`config.mk`:
```
export PLATFORM = sky130hd
export DESIGN_NAME = memory_reader_flat
export DESIGN_NICKNAME = d
export VERILOG_FILES = /design/src/rtl/memory_reader_if.sv /design/src/rtl/memory_reader.sv /design/src/flat_wrapper.sv
export SDC_FILE = /design/constraint.sdc
export NUM_CORES = 1
export LEC_CHECK = 0
export CAP_MARGIN = 20
export CORE_UTILIZATION = 44
export CTS_CLUSTER_DIAMETER = 60
export DETAILED_ROUTE_END_ITERATION = 10
export PLACE_DENSITY_LB_ADDON = 0.05
export SYNTH_ARGS = -nofsm -noshare
export SYNTH_HDL_FRONTEND = slang
export SYNTH_SLANG_ARGS = --single-unit
export TNS_END_PERCENT = 30
```
`constraint.sdc`:
```
create_clock -name clk -period 2.47 [get_ports clk]
set_input_delay 0.494 -clock clk [delete_from_list [all_inputs] [get_ports clk]]
set_output_delay 0.494 -clock clk [all_outputs]
set_load 0.05 [all_outputs]
```
`src/rtl/memory_reader_if.sv`:
```
// ============================================================================
// Module      : memory_reader_if
// Description : Valid/ready stream carrying image words out of memory_reader.
// Revision    : 1.0 - initial release
// ============================================================================
`default_nettype none

interface memory_reader_if #(
    parameter int DATA_W = 18
) ();
    logic [DATA_W-1:0] out_data;
    logic              out_valid;
    logic              out_ready;
    logic              out_last;

    modport master (
        output out_data,
        output out_valid,
        output out_last,
        input  out_ready
    );

    modport slave (
        input  out_data,
        input  out_valid,
        input  out_last,
        output out_ready
    );
endinterface

`default_nettype wire

```
`src/rtl/memory_reader.sv`:
```
// ============================================================================
// Module      : memory_reader
// Description : Sweeps an address range in image bank A or B and streams the
//               words out through a 2-entry skid FIFO with credit-based issue.
//               Optional macro MEMORY_READER_STRIDE_EN adds a stride port.
// Revision    : 1.0 - initial release
// ============================================================================
`default_nettype none

module memory_reader #(
    parameter int ADDR_W = 16,
    parameter int DATA_W = 18,
    parameter int LEN_W  = 16
) (
    input  wire logic              clk,
    input  wire logic              rst,
    input  wire logic              start,
    input  wire logic              bank_sel,
    input  wire logic [ADDR_W-1:0] base_addr,
    input  wire logic [LEN_W-1:0]  length,
`ifdef MEMORY_READER_STRIDE_EN
    input  wire logic [ADDR_W-1:0] stride,
`endif
    output logic      [ADDR_W-1:0] read_addr_a,
    input  wire logic [DATA_W-1:0] read_data_a,
    output logic      [ADDR_W-1:0] read_addr_b,
    input  wire logic [DATA_W-1:0] read_data_b,
    memory_reader_if.master        strm,
    output logic                   busy,
    output logic                   done
);

    localparam logic [1:0] c_S_IDLE  = 2'd0;
    localparam logic [1:0] c_S_RUN   = 2'd1;
    localparam logic [1:0] c_S_DRAIN = 2'd2;
    localparam logic [1:0] c_S_DONE  = 2'd3;

    logic [1:0]        r_state;
    logic [ADDR_W-1:0] r_addr;
    logic [LEN_W-1:0]  r_remaining;
    logic              r_bank;
    logic              r_inflight;
    logic              r_inflight_last;
    logic              r_busy;
    logic              r_done;

    // FIFO entries carry {last, data}
    logic [DATA_W:0]   r_head;
    logic [DATA_W:0]   r_tail;
    logic              r_head_vld;
    logic              r_tail_vld;

    logic [ADDR_W-1:0] w_step;
    logic [DATA_W-1:0] w_rdata;
    logic [DATA_W:0]   w_push_word;
    logic              w_push;
    logic              w_pop;
    logic [2:0]        w_used;
    logic              w_issue;
    logic              w_drained;

`ifdef MEMORY_READER_STRIDE_EN
    logic [ADDR_W-1:0] r_stride;
    assign w_step = r_stride;
`else
    assign w_step = ADDR_W'(1);
`endif

    assign w_rdata     = r_bank ? read_data_b : read_data_a;
    assign w_push      = r_inflight;
    assign w_push_word = {r_inflight_last, w_rdata};
    assign w_pop       = r_head_vld & strm.out_ready;
    assign w_used      = 3'(r_head_vld) + 3'(r_tail_vld) + 3'(r_inflight);
    // A word leaving this cycle frees a slot for a read issued this cycle
    assign w_issue     = (r_state == c_S_RUN) && (r_remaining != '0) &&
                         (w_used < (3'd2 + 3'(w_pop)));
    assign w_drained   = !r_inflight && !r_tail_vld && (!r_head_vld || w_pop);

    // read_addr holds the address the memory captures this cycle; an issue
    // marks that capture as wanted and advances to the next address.
    always_ff @(posedge clk or posedge rst) begin
        if (rst) begin
            r_state         <= c_S_IDLE;
            r_addr          <= '0;
            r_remaining     <= '0;
            r_bank          <= 1'b0;
            r_inflight      <= 1'b0;
            r_inflight_last <= 1'b0;
            r_busy          <= 1'b0;
            r_done          <= 1'b0;
`ifdef MEMORY_READER_STRIDE_EN
            r_stride        <= '0;
`endif
        end else begin
            r_done          <= 1'b0;
            r_inflight      <= w_issue;
            r_inflight_last <= w_issue && (r_remaining == LEN_W'(1));
            if (w_issue) begin
                r_addr      <= r_addr + w_step;
                r_remaining <= r_remaining - LEN_W'(1);
            end
            case (r_state)
                c_S_IDLE: begin
                    if (start) begin
                        if (length != '0) begin
                            r_bank      <= bank_sel;
                            r_addr      <= base_addr;
                            r_remaining <= length;
`ifdef MEMORY_READER_STRIDE_EN
                            r_stride    <= stride;
`endif
                            r_busy      <= 1'b1;
                            r_state     <= c_S_RUN;
                        end else begin
                            r_done      <= 1'b1;
                            r_state     <= c_S_DONE;
                        end
                    end
                end
                c_S_RUN: begin
                    if (r_remaining == '0) begin
                        r_state <= c_S_DRAIN;
                    end
                end
                c_S_DRAIN: begin
                    if (w_drained) begin
                        r_busy  <= 1'b0;
                        r_done  <= 1'b1;
                        r_state <= c_S_DONE;
                    end
                end
                default: begin
                    r_state <= c_S_IDLE;
                end
            endcase
        end
    end

    always_ff @(posedge clk or posedge rst) begin
        if (rst) begin
            r_head     <= '0;
            r_tail     <= '0;
            r_head_vld <= 1'b0;
            r_tail_vld <= 1'b0;
        end else if (w_pop) begin
            if (r_tail_vld) begin
                r_head     <= r_tail;
                r_tail     <= w_push_word;
                r_tail_vld <= w_push;
            end else if (w_push) begin
                r_head     <= w_push_word;
            end else begin
                r_head_vld <= 1'b0;
            end
        end else if (w_push) begin
            if (!r_head_vld) begin
                r_head     <= w_push_word;
                r_head_vld <= 1'b1;
            end else begin
                r_tail     <= w_push_word;
                r_tail_vld <= 1'b1;
            end
        end
    end

    assign read_addr_a    = r_addr;
    assign read_addr_b    = r_addr;
    assign strm.out_data  = r_head[DATA_W-1:0];
    assign strm.out_valid = r_head_vld;
    assign strm.out_last  = r_head_vld & r_head[DATA_W];
    assign busy           = r_busy;
    assign done           = r_done;

endmodule

`default_nettype wire

```
`src/flat_wrapper.sv`:
```
// flat-port wrapper written by rule: the top's interface ports become plain ports
module memory_reader_flat 
#(
    parameter int ADDR_W = 16,
    parameter int DATA_W = 18,
    parameter int LEN_W  = 16
)
  (clk, rst, start, bank_sel, base_addr, length, read_addr_a, read_data_a, read_addr_b, read_data_b, busy, done, strm_out_data, strm_out_valid, strm_out_last, strm_out_ready);
  memory_reader_if #(.DATA_W(DATA_W)) strm_i ();
  input  wire logic clk;
  input  wire logic rst;
  input  wire logic start;
  input  wire logic bank_sel;
  input  wire logic [ADDR_W-1:0] base_addr;
  input  wire logic [LEN_W-1:0] length;
  output logic      [ADDR_W-1:0] read_addr_a;
  input  wire logic [DATA_W-1:0] read_data_a;
  output logic      [ADDR_W-1:0] read_addr_b;
  input  wire logic [DATA_W-1:0] read_data_b;
  output logic busy;
  output logic done;
  output wire logic [$bits(strm_i.out_data)-1:0] strm_out_data;
  output wire logic [$bits(strm_i.out_valid)-1:0] strm_out_valid;
  output wire logic [$bits(strm_i.out_last)-1:0] strm_out_last;
  input wire logic [$bits(strm_i.out_ready)-1:0] strm_out_ready;
  assign strm_out_data = strm_i.out_data;
  assign strm_out_valid = strm_i.out_valid;
  assign strm_out_last = strm_i.out_last;
  assign strm_i.out_ready = strm_out_ready;
  memory_reader #(.ADDR_W(ADDR_W), .DATA_W(DATA_W), .LEN_W(LEN_W)) u_core (.clk(clk), .rst(rst), .start(start), .bank_sel(bank_sel), .base_addr(base_addr), .length(length), .read_addr_a(read_addr_a), .read_data_a(read_data_a), .read_addr_b(read_addr_b), .read_data_b(read_data_b), .strm(strm_i), .busy(busy), .done(done));
endmodule
```
==> results.json <==
{
  "yosysUniqueCellTypes": 48,
  "synth_seq_cells": 79,
  "cp.depth": 3,
  "endpoint": "strm_out_last",
  "routed_via_density": 4.959,
  "ir_drop_uv": 854.7,
  "max_cap_viol_count": 0,
  "synth-edff-count": 0,
  "yosys_most_used_dff": "dfrtp_1",
  "syn_area_sq_mm": 0.004420,
  "synthXorXnorAreaFrac": 0.05548,
  "synth_top_family_by_area": "simple AND/OR/NAND/NOR gates",
  "fin_ws_ns": 0.08230,
  "crit_start": "u_core.strm.out_valid$_DFFE_PP0P_",
  "grt_util_all_layers": 0.1938,
  "post-dp-hpwl_um": 7045,
  "die_h_um": 102.2,
  "synthMuxAreaShare": 0.05265,
  "diodes": 0,
  "setup_tns_ns": 0,
  "critical_path.top_delay_family": "buffers and inverters",
  "grt_pass1_wl_um": 15880,
  "crit_fanout": 9,
  "p_leak_nw": 2.507,
  "drv_slew": 0,
  "clock_skew_ns": 0.009495,
  "crit_path_end_kind": "output pin",
  "gp_congestion": 0.8005,
  "grt_antenna_before_repair": 0,
  "syn_nets": 571,
  "tightestPinTransition_ns": 0.6053,
  "max_freq_mhz": 418.8,
  "dr_total_vias": 3585,
  "die_x_um": 102.2,
  "synth-simple-area-share": 0.1936,
  "coreArea_sq_mm": 0.009774,
  "rsz0062_at_grt": "no",
  "worstHoldPathType": "flop to flop",
  "num-nets-final": 670,
  "min_period_ns": 2.388,
  "startpoint_type": "flop",
  "drtIter0Drc": 97,
  "root_buffer": "clkbuf_8",
  "synthArstFlopShare": 1.000,
  "crit_path_cell_trace": "buf_4, and2_1, clkdlybuf4s50_1",
  "worstSetupPathType": "flop to output pin",
  "wl_um": 9818,
  "grt_remaining_overflow": 0,
  "crit_buf_inv": 2,
  "ant_nets": 0,
  "final_common_cell": "clkdlybuf4s50_1",
  "ios": 127,
  "die_area_sq_mm": 0.01045,
  "timing.rr.start": "u_core.r_tail_vld$_DFFE_PP0P_",
  "synth_fa_ha_area_frac": 0.03566,
  "fin_hold_ws_ns": 0.4780,
  "grt_max_degree": 59,
  "initial_utilization": 0.4523,
  "slowest_stage": "clkdlybuf4s50_1",
  "dr.pass1.iters": 4,
  "placed_area_sq_mm": 0.005667,
  "routedWlPerCell_um": 13.58,
  "ff2ff_setup_slack_ns": 0.15,
  "ys_seq_area_frac": 0.4472,
  "path_clk_slew_ns": 0.09,
  "postSynthAreaPerCell_sq_um": 9.096,
  "status": "completed",
  "finalHoldViolations": 0,
  "r2r-end": "u_core.r_remaining[9]$_DFF_PP0_",
  "finalInstanceArea_sq_mm": 0.005922,
  "synth_top_area_cell": "dfrtp_1",
  "final_cell_mix": "126 x clkdlybuf4s50_1, 99 x nand2_1, 82 x o21ai_0",
  "relSlewSlack": 0.5965,
  "setup_viol": 0,
  "cts_tree": "built",
  "ctsHoldBuffers": 0,
  "utilization": 0.6059,
  "r2r_cells": 6,
  "drive_gt1_frac": 0.08305,
  "ys_warn_count": 0,
  "synthTopCellsByArea": "dfrtp_1 45%, o21ai_0 9.3%, nand2_1 8.4%",
  "cts_buffer_depth": 2,
  "clock_sinks": 79,
  "cp_data_required_time_ns": 1.98,
  "synth.top_cell.area_share": 0.4472,
  "synthToLayoutAreaGrowth_pct": 33.97,
  "htreeDepth": 3,
  "std_cell_rows": 36,
  "power.density_mw_per_mm2": 1320,
  "synthesis.instances": 486,
  "period_share": 0.9667,
  "grt_pass1_vias": 3399,
  "place_ws_ns": -0.07661,
  "clk_latency_ns": 0.35,
  "route.detailed.drc": 0,
  "crit_arrival_ns": 1.89,
  "synth_compound_area_frac": 0.1322,
  "cts_buffers": 9,
  "slowest_delay_ns": 0.80,
  "portBuffers": 126
}
through the flow:
stage,power (mW),instances
finish,7.814,723
global route,8.359,723
CTS,7.856,722
detailed placement,6.728,706
global placement,6.629,706
floorplan,5.688,486
metal layers:
metal  track usage  vias to the layer above  routed length, um
li1              -                     1835                  -
met1        0.2621                     1661               4660
met2        0.3216                       82               4703
met3       0.02873                        7                377
met4       0.06044                        0                 77
met5             0                        -                  0
worst reg2reg max path, cell delays in order, from the launching register on:
cell      delay (ns)
dfrtp_2         0.47
fa_1            0.45
nand3b_2        0.35
a211oi_4        0.48
nand2_1         0.14
o31ai_1         0.22
a21oi_1         0.09
worst min path at each step:
stage,from,endpoint,slack [ns],cells after the start
finish,u_core.r_bank$_DFFE_PP0P_,u_core.r_bank$_DFFE_PP0P_,0.48,2
global route,u_core.r_tail[3]$_DFFE_PP0P_,u_core.r_tail[3]$_DFFE_PP0P_,0.51,2
CTS,u_core.r_head[18]$_DFFE_PP0P_,u_core.r_head[18]$_DFFE_PP0P_,0.48,2
detailed placement,u_core.r_bank$_DFFE_PP0P_,u_core.r_bank$_DFFE_PP0P_,0.46,2
global placement,u_core.r_head[18]$_DFFE_PP0P_,u_core.r_head[18]$_DFFE_PP0P_,0.46,2
floorplan,u_core.r_head[18]$_DFFE_PP0P_,u_core.r_head[18]$_DFFE_PP0P_,0.44,2
Yosys cell counts (2+ instances only):
| library cell | n |
|---|---|
| buf_4 | 34 |
| nor4_1 | 5 |
| dfrtp_1 | 79 |
| nand2b_1 | 3 |
| xor2_1 | 26 |
| o21ai_1 | 3 |
| nor3_1 | 4 |
| nand4_1 | 10 |
| mux2i_1 | 21 |
| buf_2 | 3 |
| nor2_1 | 14 |
| nand2_1 | 99 |
| nand3_1 | 18 |
| nor2b_1 | 2 |
| inv_1 | 7 |
| nand3b_1 | 3 |
| a31oi_1 | 3 |
| clkbuf_1 | 18 |
| ha_1 | 11 |
| a21oi_1 | 5 |
| mux2_2 | 2 |
| o21ai_0 | 82 |
| and3_1 | 4 |
| and4_1 | 2 |
| nand4b_1 | 3 |
| a211oi_4 | 2 |
| xnor2_1 | 2 |
report_power, final:
group	internal [mW]	leakage, nW	switching [mW]
logic	1.57	1.42	2.72
registers	1.88	0.981	0.541
clock network	0.582	0.111	0.526
cell families (layout without fill, tap and decap cells):
kind of cell	Yosys count	after routing
and+or+nand+nor	178	178
AOI/OAI and AO/OA	103	103
DFF	79	79
buffers and inverters	63	167
xor gates and xnor gates	28	28
muxes	23	23
adders and majority gates	12	12
registers in the layout, summed over array words and instances (netlist names):
name and flops:
u_core.busy 1, u_core.done 1, u_core.r_bank 1, u_core.r_head 19
u_core.r_inflight 1, u_core.r_inflight_last 1, u_core.r_remaining 16, u_core.r_state 2
u_core.r_tail 19, u_core.r_tail_vld 1, u_core.read_addr_a 16, u_core.strm.out_valid 1
timing repair:
| item | CTS | global route |
|---|---|---|
| endpoints found under the setup margin | 0 | 8 |
| gates resized for setup | 0 | 2 |
| buffers inserted | 0 | 0 |
area by class of cell:
cell class / count / area (sq um)
fill: 873 / 3852
multi-input combinational: 344 / 2091
sequential: 79 / 1978
timing repair buffer: 143 / 1426
tap: 133 / 166.4
clock buffer: 9 / 123.9
clock inverter: 7 / 102.6
inverter: 8 / 33.78
No activity file was read; power rests on OpenSTA's default activity.
